## src/rtl/serial_subtractor_if.sv

```systemverilog
// rtl/serial_subtractor_if.sv - request/result bundle for the bit-serial subtractor
interface serial_subtractor_if #(
  parameter int WIDTH = 8
);
  logic             start;
  logic [WIDTH-1:0] A;
  logic [WIDTH-1:0] B;
  logic             Bin;
  logic             busy;
  logic             done;
  logic [WIDTH-1:0] Diff;
  logic             Bout;

  modport master (
    output start, A, B, Bin,
    input  busy, done, Diff, Bout
  );

  modport slave (
    input  start, A, B, Bin,
    output busy, done, Diff, Bout
  );
endinterface

```

## src/rtl/serial_subtractor.sv

```systemverilog
// rtl/serial_subtractor.sv - bit-serial A - B - Bin, one full-subtractor cell, LSB first
module serial_subtractor #(
  parameter int WIDTH = 8
) (
  input  logic                clk,
  input  logic                rst_n,
  serial_subtractor_if.slave  bus
);

  localparam int            CW   = (WIDTH > 1) ? $clog2(WIDTH) : 1;
  localparam logic [CW-1:0] LAST = CW'(WIDTH - 1);

  typedef enum logic [1:0] {IDLE, RUN, DONE} state_t;

  state_t           state;
  state_t           state_nxt;
  logic             load;
  logic [WIDTH-1:0] a_sh;
  logic [WIDTH-1:0] b_sh;
  logic [WIDTH-1:0] res;
  logic             borrow;
  logic [CW-1:0]    count;
  logic             a_bit;
  logic             b_bit;
  logic             d_bit;
  logic             borrow_nxt;
  logic             last;
  logic [WIDTH-1:0] res_nxt;
  logic             busy_q;
  logic             done_q;
  logic [WIDTH-1:0] diff_q;
  logic             bout_q;

  // Single full-subtractor cell on the current LSBs; res_nxt is the result
  // register after this bit shifts in at the top.
  always_comb begin
    a_bit      = a_sh[0];
    b_bit      = b_sh[0];
    d_bit      = a_bit ^ b_bit ^ borrow;
    borrow_nxt = (~a_bit & b_bit) | (~a_bit & borrow) | (b_bit & borrow);
    last       = (count == LAST);
    res_nxt    = {d_bit, res[WIDTH-1:1]};
  end

  // Next-state logic; a start in DONE is accepted just like in IDLE so that
  // back-to-back operations lose no cycle.
  always_comb begin
    state_nxt = state;
    load      = 1'b0;
    case (state)
      IDLE: begin
        if (bus.start) begin
          load      = 1'b1;
          state_nxt = RUN;
        end
      end
      RUN: begin
        if (last) state_nxt = DONE;
      end
      DONE: begin
        if (bus.start) begin
          load      = 1'b1;
          state_nxt = RUN;
        end else begin
          state_nxt = IDLE;
        end
      end
      default: state_nxt = IDLE;
    endcase
  end

  // State register.
  always_ff @(posedge clk or negedge rst_n) begin
    if (!rst_n) state <= IDLE;
    else        state <= state_nxt;
  end

  // Operand shift registers, borrow and bit counter; Diff/Bout update only
  // on the final bit so they hold the last result through IDLE and RUN.
  always_ff @(posedge clk or negedge rst_n) begin
    if (!rst_n) begin
      a_sh   <= '0;
      b_sh   <= '0;
      res    <= '0;
      borrow <= 1'b0;
      count  <= '0;
      diff_q <= '0;
      bout_q <= 1'b0;
    end else if (load) begin
      a_sh   <= bus.A;
      b_sh   <= bus.B;
      borrow <= bus.Bin;
      count  <= '0;
    end else if (state == RUN) begin
      a_sh   <= {1'b0, a_sh[WIDTH-1:1]};
      b_sh   <= {1'b0, b_sh[WIDTH-1:1]};
      res    <= res_nxt;
      borrow <= borrow_nxt;
      count  <= count + 1'b1;
      if (last) begin
        diff_q <= res_nxt;
        bout_q <= borrow_nxt;
      end
    end
  end

  // Status flags registered from the next state so they line up with RUN/DONE.
  always_ff @(posedge clk or negedge rst_n) begin
    if (!rst_n) begin
      busy_q <= 1'b0;
      done_q <= 1'b0;
    end else begin
      busy_q <= (state_nxt == RUN);
      done_q <= (state_nxt == DONE);
    end
  end

  assign bus.busy = busy_q;
  assign bus.done = done_q;
  assign bus.Diff = diff_q;
  assign bus.Bout = bout_q;

endmodule

```

## src/flat_wrapper.sv

```systemverilog
// flat-port wrapper written by rule: the top's interface ports become plain ports
module serial_subtractor_flat 
#(
  parameter int WIDTH = 8
)
  (clk, rst_n, bus_start, bus_A, bus_B, bus_Bin, bus_busy, bus_done, bus_Diff, bus_Bout);
  serial_subtractor_if #(.WIDTH(WIDTH)) bus_i ();
  input  logic clk;
  input  logic rst_n;
  input wire logic [$bits(bus_i.start)-1:0] bus_start;
  input wire logic [$bits(bus_i.A)-1:0] bus_A;
  input wire logic [$bits(bus_i.B)-1:0] bus_B;
  input wire logic [$bits(bus_i.Bin)-1:0] bus_Bin;
  output wire logic [$bits(bus_i.busy)-1:0] bus_busy;
  output wire logic [$bits(bus_i.done)-1:0] bus_done;
  output wire logic [$bits(bus_i.Diff)-1:0] bus_Diff;
  output wire logic [$bits(bus_i.Bout)-1:0] bus_Bout;
  assign bus_i.start = bus_start;
  assign bus_i.A = bus_A;
  assign bus_i.B = bus_B;
  assign bus_i.Bin = bus_Bin;
  assign bus_busy = bus_i.busy;
  assign bus_done = bus_i.done;
  assign bus_Diff = bus_i.Diff;
  assign bus_Bout = bus_i.Bout;
  serial_subtractor #(.WIDTH(WIDTH)) u_core (.clk(clk), .rst_n(rst_n), .bus(bus_i));
endmodule
```

## config.mk

```make
export PLATFORM = sky130hd
export DESIGN_NAME = serial_subtractor_flat
export DESIGN_NICKNAME = d
export VERILOG_FILES = /design/src/rtl/serial_subtractor_if.sv /design/src/rtl/serial_subtractor.sv /design/src/flat_wrapper.sv
export SDC_FILE = /design/constraint.sdc
export NUM_CORES = 1
export LEC_CHECK = 0
export CORE_MARGIN = 1.5
export CORE_UTILIZATION = 50
export DETAILED_ROUTE_END_ITERATION = 8
export PLACE_DENSITY = 0.76
export SLEW_MARGIN = 5
export SYNTH_ARGS = -nofsm -noshare
export SYNTH_HDL_FRONTEND = slang
export SYNTH_SLANG_ARGS = --single-unit
```

## constraint.sdc

```tcl
create_clock -name clk -period 2.2 [get_ports clk]
set_input_delay 0.22 -clock clk [delete_from_list [all_inputs] [get_ports clk]]
set_output_delay 0.22 -clock clk [all_outputs]
set_load 0.005 [all_outputs]
```

# [Word-level counts from Yosys, hierarchy flattened]
# Index checks and enable logic that the tools add are counted.
[word_totals] ff_bits=41 in_bits=20
[op_classes] eq_ne=5 addsub=1 bitwise=9 muxes=14 n_reduce_logical=5
[op_table] op="$mux 8" count=4
[op_table] op="$mux 3" count=2
[op_table] op="$pmux 2 s3" count=1
[op_table] op="$mux 1" count=5
[op_table] op="$eq 2x1->1 const B" count=2
[op_table] op="$eq 2x2->1 const B" count=2
[op_table] op="$mux 2" count=2
[op_table] op="$add 3x1->3 const B" count=1
[op_table] op="$and 1x1->1" count=3
[op_table] op="$eq 3x3->1 const B" count=1
[op_table] op="$reduce_and 3->1" count=1
[op_table] op="$logic_not 2->1" count=1
[op_table] op="$not 1->1" count=2
[op_table] op="$or 1x1->1" count=2
[op_table] op="$reduce_and 2->1" count=1
[op_table] op="$reduce_bool 2->1" count=1
[op_table] op="$reduce_or 2->1" count=1
[op_table] op="$xor 1x1->1" count=2

# [Longest topological paths before layout]
# Gate-level depths: netlist of the first run.
[depth] depth_word=6 ltp_mapped=6 ltp_nobuf=5

# [Worst setup path after synthesis of the first run]
# No wires, ideal clock.
[synth_timing] path_type="reg2reg" startpoint="reg u_core.count[0]" endpoint="reg u_core.bout_q, in the netlist u_core.bus.Bout" period_less_slack_ns=1.537 t_arrival_ns=1.413 setup_slack_ns=0.663 t_required_ns=2.075 path_stages_with_launch=6 path_cell_list="dfrtp_1 > ha_1 > ha_1 > nand3b_4 > buf_2 > mux2_2"
[synth_via] elab_chain_len=2
[synth_lines] item="start, declared" line_no="serial_subtractor.sv:22" rtl="logic [CW-1:0] count;"
[synth_lines] item="start signal, assigned" line_no="serial_subtractor.sv:99" rtl="count <= count + 1'b1;"
[synth_lines] item="$eq 3x3->1" line_no="serial_subtractor.sv:41" rtl="last = (count == LAST);"
[synth_lines] item="$reduce_and 3->1 (no line)"
[synth_lines] item="end signal, assigned" line_no="serial_subtractor.sv:102" rtl="bout_q <= borrow_nxt;"
[synth_lines] item="end, declared" line_no="serial_subtractor.sv:32" rtl="logic bout_q;"
# Every way passes these cells.
# A chain may end at the register's enable or synchronous reset.

# [Worst setup path in the final report of the first run]
[layout_timing] startpoint="reg u_core.state[0]" endpoint="reg u_core.res[4]"
[layout_via] elab_chain_len=5 word_cells_on_any_way=7
[layout_lines] item="start, declared" line_no="serial_subtractor.sv:15" rtl="state_t state;"
[layout_lines] item="start signal, assigned" line_no="serial_subtractor.sv:75" rtl="else state <= state_nxt;"
[layout_lines] item="$eq 2x2->1 or $logic_not 2->1 (tied branches)" line_no="serial_subtractor.sv:50" rtl="case (state)"
[layout_lines] item="$reduce_or 2->1 (no line)"
[layout_lines] item="$mux 1"
[layout_lines] item="$not 1->1 (no line)"
[layout_lines] item="$reduce_and 2->1 (no line) (*)"
[layout_lines] item="end signal, assigned" line_no="serial_subtractor.sv:97" rtl="res <= res_nxt;"
[layout_lines] item="end, declared" line_no="serial_subtractor.sv:20" rtl="logic [WIDTH-1:0] res;"
# Mark *: on every way between the ends. The rest lies on a longest branch, timed or not.

==> results.json, run 1 <==
{
  "status": "complete, but fails checks",
  "violations": "negative hold slack",
  "cts_setup_buffers": 0,
  "cts_sinks": 40,
  "fin_worst_skew_ns": 0.00399,
  "synth_commonest_cells": "dfrtp_1, inv_1, mux2_2",
  "p_leak_nw": 0.953,
  "insertion_delay_ns": 0.33,
  "wire_per_inst_um": 12.6,
  "final_layout_size_suffix_gt1_share_pct": 22.8,
  "drc_errors": 0,
  "hold_buffers": 0,
  "drt_wl_total_mm": 2.73,
  "period_needed_ns": 1.69,
  "switching_share_pct": 33.3,
  "fillers": 295,
  "ys_warn_count": 0,
  "avgSynthCellArea_um2": 12.6,
  "worst_setup_path_end_kind": "flop",
  "p_int_mw": 1.93,
  "grt_overflow": 0,
  "die_w_um": 62.4,
  "synth_cells": 140,
  "grt_pass1_vias": 1099,
  "dr.pass1.iters": 4,
  "rsz0062_at_grt": "no",
  "worstHoldPathType": "in2async",
  "die_area_um2": 3900,
  "worst_ep_required_time_ns": 2.43,
  "p_per_area_nw_per_um2": 1360,
  "start_kind": "flop",
  "clockBufferDepth": 2,
  "crit_fanout": 15,
  "core-area_um2": 3360,
  "cts_tree": "yes",
  "fin_crit_sh_pct": 76.7,
  "yosysMostFrequentCell": "dfrtp_1",
  "max_freq_mhz": 593,
  "synth_cell_type_count": 25,
  "initial_core_util_pct": 52.5,
  "rows": 21,
  "hold_viol": 31,
  "io_pins": 31,
  "antenna_found_initial": 0,
  "synth_top_area_share_pct": 56.7,
  "place_congestion": 0.732,
  "r2r_slack_ns": 0.51,
  "synth_edf_count": 0,
  "fin_nets": 194,
  "yosysSeqAreaShare_pct": 56.7,
  "fin_area_um2": 2120,
  "synth_seq_cells": 40,
  "ir_drop_mv": 0.656,
  "viasPerCell": 5.10,
  "initialDrtViolationCount": 36,
  "syn_nets": 163,
  "num_vias": 1106,
  "root_buffer": "clkbuf_4",
  "hpwlAfterDp_mm": 1.99,
  "synth_area_leaders": "dfrtp_1, mux2_2, a21oi_2",
  "synthesis.area_um2": 1770,
  "cts-buffers-inserted": 5,
  "grt_max_degree": 41,
  "whs_ns": -0.0233,
  "clk_pin_slew_worst_paths_ns": 0.10,
  "synth_top_area_cell": "dfrtp_1",
  "p_clk_share_pct": 11.4,
  "p_sw_mw": 0.961,
  "worst_pin_slew_ns": 0.855,
  "setup_viol": 0,
  "r2r_end": "u_core.res[4]$_DFFE_PN0P_",
  "synth-async-reset-ratio_pct": 100,
  "antenna_left": 0,
  "htree_levels": 2,
  "r2r_start": "u_core.state[0]$_DFF_PN0_",
  "cts.repair.resized": 0,
  "drv_cap": 0,
  "comb_power_share_pct": 42.9,
  "grt_usage_pct": 16.2,
  "tns_ns": 0,
  "cp.arrival_ns": 1.92,
  "drv_slew": 0,
  "grt_pass1_wl_mm": 4.89,
  "maxSlewHeadroom_pct": 43.0,
  "synth_top_flop_cell": "dfrtp_1",
  "io_buffer_count": 30,
  "place_area_um2": 2070,
  "die-height_um": 62.4,
  "syn2layout_area_growth_pct": 20.0,
  "diodes": 0,
  "rr_worst_depth": 3,
  "worstSetupPathType": "reg2reg",
  "seqPwrFrac_pct": 45.8
}
[cell families (layout without fill, tap and decap cells)]
logic type	after synthesis	in the layout	synth area share, %
DFF	40	40	56.7
muxes	20	20	13.1
buffers and inverters	25	56	7.51
adders and majority gates	3	3	2.55
AOI/OAI and AO/OA	39	39	15.1
and+or+nand+nor	12	12	4.60
xor gates and xnor gates	1	1	0.496
[metrics by stage]
step | power (mW) | setup slack, ns | util [%] | std cells
floorplan | 2.23 | 0.663 | - | 140
finish | 2.89 | 0.513 | 63.0 | 217
detailed placement | 2.60 | 0.493 | 61.6 | 210
global placement | 2.54 | 0.521 | 61.6 | 210
CTS | 2.93 | 0.489 | 63.0 | 217
global route | 3.15 | 0.376 | 63.0 | 217
[layer usage]
| layer | part of all wire (%) | GRT usage (%) |
|---|---|---|
| met1 | 44 | 20.1 |
| met5 | 0 | 0 |
| met3 | 5.0 | 5.95 |
| met4 | 1.1 | 5.00 |
| met2 | 50 | 26.6 |
[power groups by stage]
stage / registers [mW] / logic, mW / clock network [mW]
after floorplan: 1.28 / 0.948 / 0
after global placement: 1.33 / 1.21 / 0
after detailed placement: 1.34 / 1.26 / 0
after CTS: 1.33 / 1.26 / 0.347
after global routing: 1.38 / 1.39 / 0.376
final: 1.32 / 1.24 / 0.328
[critical path: stages (launching register included)]
cell	delay [ns]
dfrtp_1	0.66
nand2b_1	0.34
buf_4	0.28
mux2_4	0.30
[layout by cell type, fill, tap and decap left out]
cell type / n
clkdlybuf4s50_1: 29
mux2_2: 13
buf_4: 4
nand2b_1: 2
nand3b_4: 1
ha_1: 2
o22ai_1: 12
and2_4: 1
nor2_1: 1
mux2_4: 3
xnor2_1: 1
clkbuf_4: 5
o21ai_0: 6
nand3_1: 2
nand2_1: 2
fa_1: 1
nor2b_1: 3
clkinv_2: 1
a21oi_1: 5
a211oi_1: 3
dfrtp_1: 40
mux2i_1: 4
a21oi_2: 10
inv_1: 15
buf_2: 1
a22o_1: 3
clkbuf_1: 1
[worst max-delay path by stage]
stage                                 from  cells past startpoint                           to  slack, ns
2_1_floorplan  u_core.count[0]$_DFFE_PN0P_                      5  u_core.bus.Bout$_DFFE_PN0P_       0.66
4_1_cts          u_core.state[0]$_DFF_PN0_                      3    u_core.res[4]$_DFFE_PN0P_       0.49
3_5_place_dp     u_core.state[0]$_DFF_PN0_                      3    u_core.res[4]$_DFFE_PN0P_       0.49
3_3_place_gp     u_core.state[0]$_DFF_PN0_                      3    u_core.res[5]$_DFFE_PN0P_       0.52
6_report         u_core.state[0]$_DFF_PN0_                      3    u_core.res[4]$_DFFE_PN0P_       0.51
5_1_grt          u_core.state[0]$_DFF_PN0_                      3    u_core.res[6]$_DFFE_PN0P_       0.38
[registers in the layout (all words and copies together) (netlist names)]
name / count
u_core.a_sh: 8
u_core.b_sh: 8
u_core.bus.Diff: 8
u_core.res: 7
u_core.count: 3
u_core.state: 2
u_core.borrow: 1
u_core.bus.Bout: 1
u_core.bus.busy: 1
u_core.bus.done: 1
[layout make-up]
cell class                 instances  area (µm²)  share of cell area, %
clock buffer                       6        41.3                   1.95
timing repair buffer              34         325                   15.3
inverter                          15        56.3                   2.66
multi-input combinational         75         633                   29.9
tap                               46        57.6                   2.72
clock inverter                     1        5.00                  0.236
sequential                        40        1000                   47.2
(Power assumes the default switching activity.)
==> inputs of run 2 (changes only) <==
clock period = 1.7 ns   (was 2.2 ns; I/O delays follow)
==> run 2 against run 1 <==
The run now ends clean. Clock skew rose by 0.0043 ns. Non-clock buffer count grew 5. Worst hold slack improved by 0.40 ns. Combinational power rose by 40%. Fmax rose by 13%. Register-to-register slack worse by 0.31 ns. Clock power is 88% higher. Count of clock-buffer cells in the layout is 1 lower. Total power grew 39%. Sequential power up 27%. Critical path depth grew 1. Via count up 4.1%. Largest cell class unchanged. Largest power group is now combinational logic.
==> results.json, run 2 (synthesized netlist as in run 1, its figures left out) <==
{
  "fin_area_um2": 2190,
  "final_cells": 223,
  "antenna_left": 0,
  "rr_worst_depth": 4,
  "grt_usage_pct": 17.6,
  "wire_per_inst_um": 13.9,
  "place_area_um2": 2100,
  "start_kind": "flop",
  "tns_ns": 0,
  "cp-startpoint": "u_core.count[0]$_DFFE_PN0P_",
  "drc_errors": 0,
  "ir_drop_mv": 0.785,
  "min_from": "bus_B[7]",
  "drv_slew": 0,
  "cts.repair.resized": 0,
  "hold_buffers": 1,
  "seqPwrFrac_pct": 41.6,
  "insertion_delay_ns": 0.35,
  "grt_overflow": 0,
  "maxSlewHeadroom_pct": 68.1,
  "layout_commonest_cell": "dfrtp_1",
  "clockBufferDepth": 2,
  "root_buffer": "clkbuf_4",
  "r2r_start": "u_core.count[0]$_DFFE_PN0P_",
  "worst_setup_path_end_kind": "flop",
  "drv_cap": 0,
  "hpwlAfterDp_mm": 2.24,
  "worst_pin_slew_ns": 0.479,
  "hold_viol": 0,
  "fin_worst_skew_ns": 0.00830,
  "worstHoldPathType": "in2reg",
  "max_freq_mhz": 668,
  "clk_pin_slew_worst_paths_ns": 0.12,
  "worst_ep_required_time_ns": 1.94,
  "final_cell_mix": "dfrtp_1, clkdlybuf4s50_1, inv_1",
  "grt_max_degree": 41,
  "cp.arrival_ns": 1.74,
  "status": "finished clean",
  "viasPerCell": 5.16,
  "core-area_um2": 3360,
  "final_layout_size_suffix_gt1_share_pct": 25.4,
  "p_per_area_nw_per_um2": 1840,
  "p_clk_share_pct": 15.3,
  "fin_nets": 199,
  "io_buffer_count": 30,
  "cts-buffers-inserted": 5,
  "dp.cells": 214,
  "p_sw_mw": 1.34,
  "die_area_um2": 3900,
  "antenna_found_initial": 0,
  "period_needed_ns": 1.50,
  "grt_pass1_wl_mm": 5.32,
  "num_vias": 1151,
  "die_w_um": 62.4,
  "syn2layout_area_growth_pct": 24.1,
  "io_pins": 31,
  "htree_levels": 2,
  "p_leak_nw": 0.989,
  "grt_pass1_vias": 1147,
  "drt_wl_total_mm": 3.10,
  "worstSetupPathType": "reg2reg",
  "dr.pass1.iters": 4,
  "utilization_pct": 65.2,
  "cts_setup_buffers": 0,
  "whs_ns": 0.372,
  "rows": 21,
  "rsz0062_at_grt": "no",
  "switching_share_pct": 33.3,
  "cts_tree": "yes",
  "fin_crit_sh_pct": 88.1,
  "cts_sinks": 40,
  "crit_fanout": 12,
  "setup_viol": 0,
  "p_int_mw": 2.68,
  "die-height_um": 62.4,
  "initial_core_util_pct": 52.5,
  "hold_path_depth": 3,
  "comb_power_share_pct": 43.1,
  "initialDrtViolationCount": 21,
  "place_congestion": 0.719,
  "diodes": 0
}
## run 2: cell type report
class	count	area, µm²
Fill cell	293	1170
Sequential cell	40	1000
Multi-Input combinational cell	75	633
Timing Repair Buffer	39	365
Tap cell	46	57.6
Inverter	15	56.3
Clock inverter	3	42.5
Clock buffer	5	37.5
## run 2: worst paths after layout
kind	endpoint	slack [ns]
setup / recovery	u_core.bus.Bout$_DFFE_PN0P_	0.20
hold / removal	u_core.b_sh[7]$_DFFE_PN0P_	0.37
setup reg to reg	u_core.bus.Bout$_DFFE_PN0P_	0.20
hold reg to reg	u_core.bus.Diff[7]$_DFFE_PN0P_	0.50
max in group asynchronous	u_core.count[0]$_DFFE_PN0P_	0.97
min in group asynchronous	u_core.b_sh[6]$_DFFE_PN0P_	0.39
## run 2: worst max-delay path, stage by stage, from the launching register on
cell	delay (ns)
dfrtp_1	0.43
ha_1	0.21
ha_1	0.22
nand3b_4	0.18
mux2_2	0.35
## run 2: layer usage
metal  GRT usage, %  up-vias  routed length, µm
li1               -      555                  -
met2           30.5       32               1560
met3           4.86        5                124
met4           6.67        0                 61
met5              0        -                  0
met1           21.0      559               1350
## run 2: power by group through the flow
stage / registers, mW / clock network (mW) / logic [mW]
global placement: 1.67 / 0 / 1.65
detailed placement: 1.70 / 0 / 1.74
CTS: 1.68 / 0.639 / 1.75
finish: 1.68 / 0.616 / 1.73
floorplan: 1.65 / 0 / 1.23
global route: 1.73 / 0.666 / 1.90
## run 2: stage by stage
| stage | worst slack [ns] | power, mW |
|---|---|---|
| 2_1_floorplan | 0.163 | 2.88 |
| 3_3_place_gp | 0.248 | 3.32 |
| 3_5_place_dp | 0.217 | 3.44 |
| 4_1_cts | 0.192 | 4.07 |
| 5_1_grt | 0.111 | 4.30 |
| 6_report | 0.203 | 4.03 |
==> inputs of run 3 (changes only) <==
CAP_MARGIN = 30   (was not set)
CORE_MARGIN = 2   (was 1.5)
GPL_TIMING_DRIVEN = 1   (was not set)
==> run 3 against run 2 <==
Cell count is 0.45% lower. Total power decreased by 3.4%. Combinational power barely moved. Critical path type unchanged. Largest cell class unchanged.
==> results.json, run 3 (synthesized netlist as in run 1, its figures left out) <==
{
  "cts.repair.resized": 0,
  "place_congestion": 0.738,
  "r2r_start": "u_core.count[0]$_DFFE_PN0P_",
  "wire_per_inst_um": 14.3,
  "initial_core_util_pct": 52.5,
  "viasPerCell": 5.25,
  "crit_fanout": 12,
  "clk_pin_slew_worst_paths_ns": 0.11,
  "worstHoldPathType": "in2reg",
  "initialDrtViolationCount": 55,
  "hold_viol": 0,
  "cp.arrival_ns": 1.75,
  "clockBufferDepth": 2,
  "max_freq_mhz": 659,
  "htree_levels": 2,
  "cts_tree": "yes",
  "path_common_cell": "ha_1",
  "period_needed_ns": 1.52,
  "hpwlAfterDp_mm": 2.27,
  "start_kind": "flop",
  "syn2layout_area_growth_pct": 22.5,
  "die_w_um": 63.4,
  "antenna_found_initial": 0,
  "dr.pass1.iters": 4,
  "hold_buffers": 1,
  "whs_ns": 0.385,
  "path_cells": "ha_1, ha_1, nand3b_4, mux2_2",
  "setup_viol": 0,
  "antenna_left": 0,
  "num_vias": 1166,
  "slowest_stage": "dfrtp_1",
  "status": "finished clean",
  "cts_sinks": 40,
  "cts-buffers-inserted": 5,
  "root_buffer": "clkbuf_4",
  "io_pins": 31,
  "final_layout_size_suffix_gt1_share_pct": 23.9,
  "drv_cap": 0,
  "maxSlewHeadroom_pct": 68.0,
  "worst_pin_slew_ns": 0.481,
  "fin_crit_sh_pct": 89.2,
  "p_per_area_nw_per_um2": 1800,
  "utilization_pct": 64.4,
  "rsz0062_at_grt": "no",
  "grt_usage_pct": 18.5,
  "ir_drop_mv": 0.858,
  "diodes": 0,
  "fin_worst_skew_ns": 0.00945,
  "fin_nets": 198,
  "die_area_um2": 4020,
  "drv_slew": 0,
  "drt_wl_total_mm": 3.18,
  "min_from": "bus_B[7]",
  "worst_setup_path_end_kind": "flop",
  "cp-startpoint": "u_core.count[0]$_DFFE_PN0P_",
  "worstSetupPathType": "reg2reg",
  "grt_max_degree": 41,
  "die-height_um": 63.4,
  "cts_setup_buffers": 0,
  "final_cell_mix": "dfrtp_1, clkdlybuf4s50_1, inv_1",
  "grt_pass1_vias": 1186,
  "layout_commonest_cell": "dfrtp_1",
  "grt_overflow": 0,
  "grt_pass1_wl_mm": 5.61,
  "tns_ns": 0,
  "core-area_um2": 3360,
  "rows": 21,
  "cp_slowest_stage_delay_ns": 0.43,
  "io_buffer_count": 30,
  "p_leak_nw": 0.976,
  "insertion_delay_ns": 0.35,
  "worst_ep_required_time_ns": 1.94,
  "drc_errors": 0
}
[run 3: changes by cell type in the layout (fill, tap and decap cells not counted), sizes merged]
cell      change
clkinvlp      -1
buf           -1
clkinv        -1
clkbuf        +3
bufinv        -1
[run 3: power breakdown]
group / switching (mW) / internal, mW / total (mW)
sequential: 0.286 / 1.41 / 1.70
combinational: 0.739 / 0.959 / 1.70
clock: 0.291 / 0.204 / 0.495
total: 1.32 / 2.57 / 3.89
[run 3: critical path: cells and delay by family (launching register included)]
family,cells,cell delay [ns]
adders and majority gates,2,0.44
and+or+nand+nor,1,0.19
DFF,1,0.43
muxes,1,0.36
[run 3: final timing paths]
check	slack [ns]	endpoint	depth (start not counted)
min in group asynchronous	0.39	u_core.b_sh[6]$_DFFE_PN0P_	3
worst max register to register	0.18	u_core.bus.Diff[1]$_DFFE_PN0P_	4
worst min-delay path	0.38	u_core.b_sh[7]$_DFFE_PN0P_	3
worst max-delay path	0.18	u_core.bus.Diff[1]$_DFFE_PN0P_	4
worst min register to register	0.50	u_core.bus.Diff[7]$_DFFE_PN0P_	2
max in group asynchronous	0.97	u_core.bus.done$_DFF_PN0_	3
[run 3: cell type report]
cell class | count | area, µm²
sequential | 40 | 1000
inverter | 15 | 56.3
multi-input combinational | 75 | 633
fill | 287 | 1200
tap | 46 | 57.6
clock buffer | 8 | 58.8
timing repair buffer | 38 | 358
[run 3: metal layers]
metal | GRT usage (%) | up-vias | wire length (µm)
met4 | 7.34 | 0 | 19
met5 | 0 | - | 0
met2 | 30.1 | 31 | 1620
met3 | 5.00 | 4 | 165
li1 | - | 557 | -
met1 | 23.6 | 574 | 1380
[run 3: stage by stage]
stage / instance area, µm² / power (mW) / std cells / setup WS [ns]
after floorplan: 1770 / 2.88 / 140 / 0.163
after global placement: 2100 / 3.32 / 213 / 0.252
after detailed placement: 2100 / 3.43 / 213 / 0.189
after CTS: 2160 / 3.93 / 222 / 0.177
after global routing: 2160 / 4.20 / 222 / 0.104
final: 2160 / 3.89 / 222 / 0.184
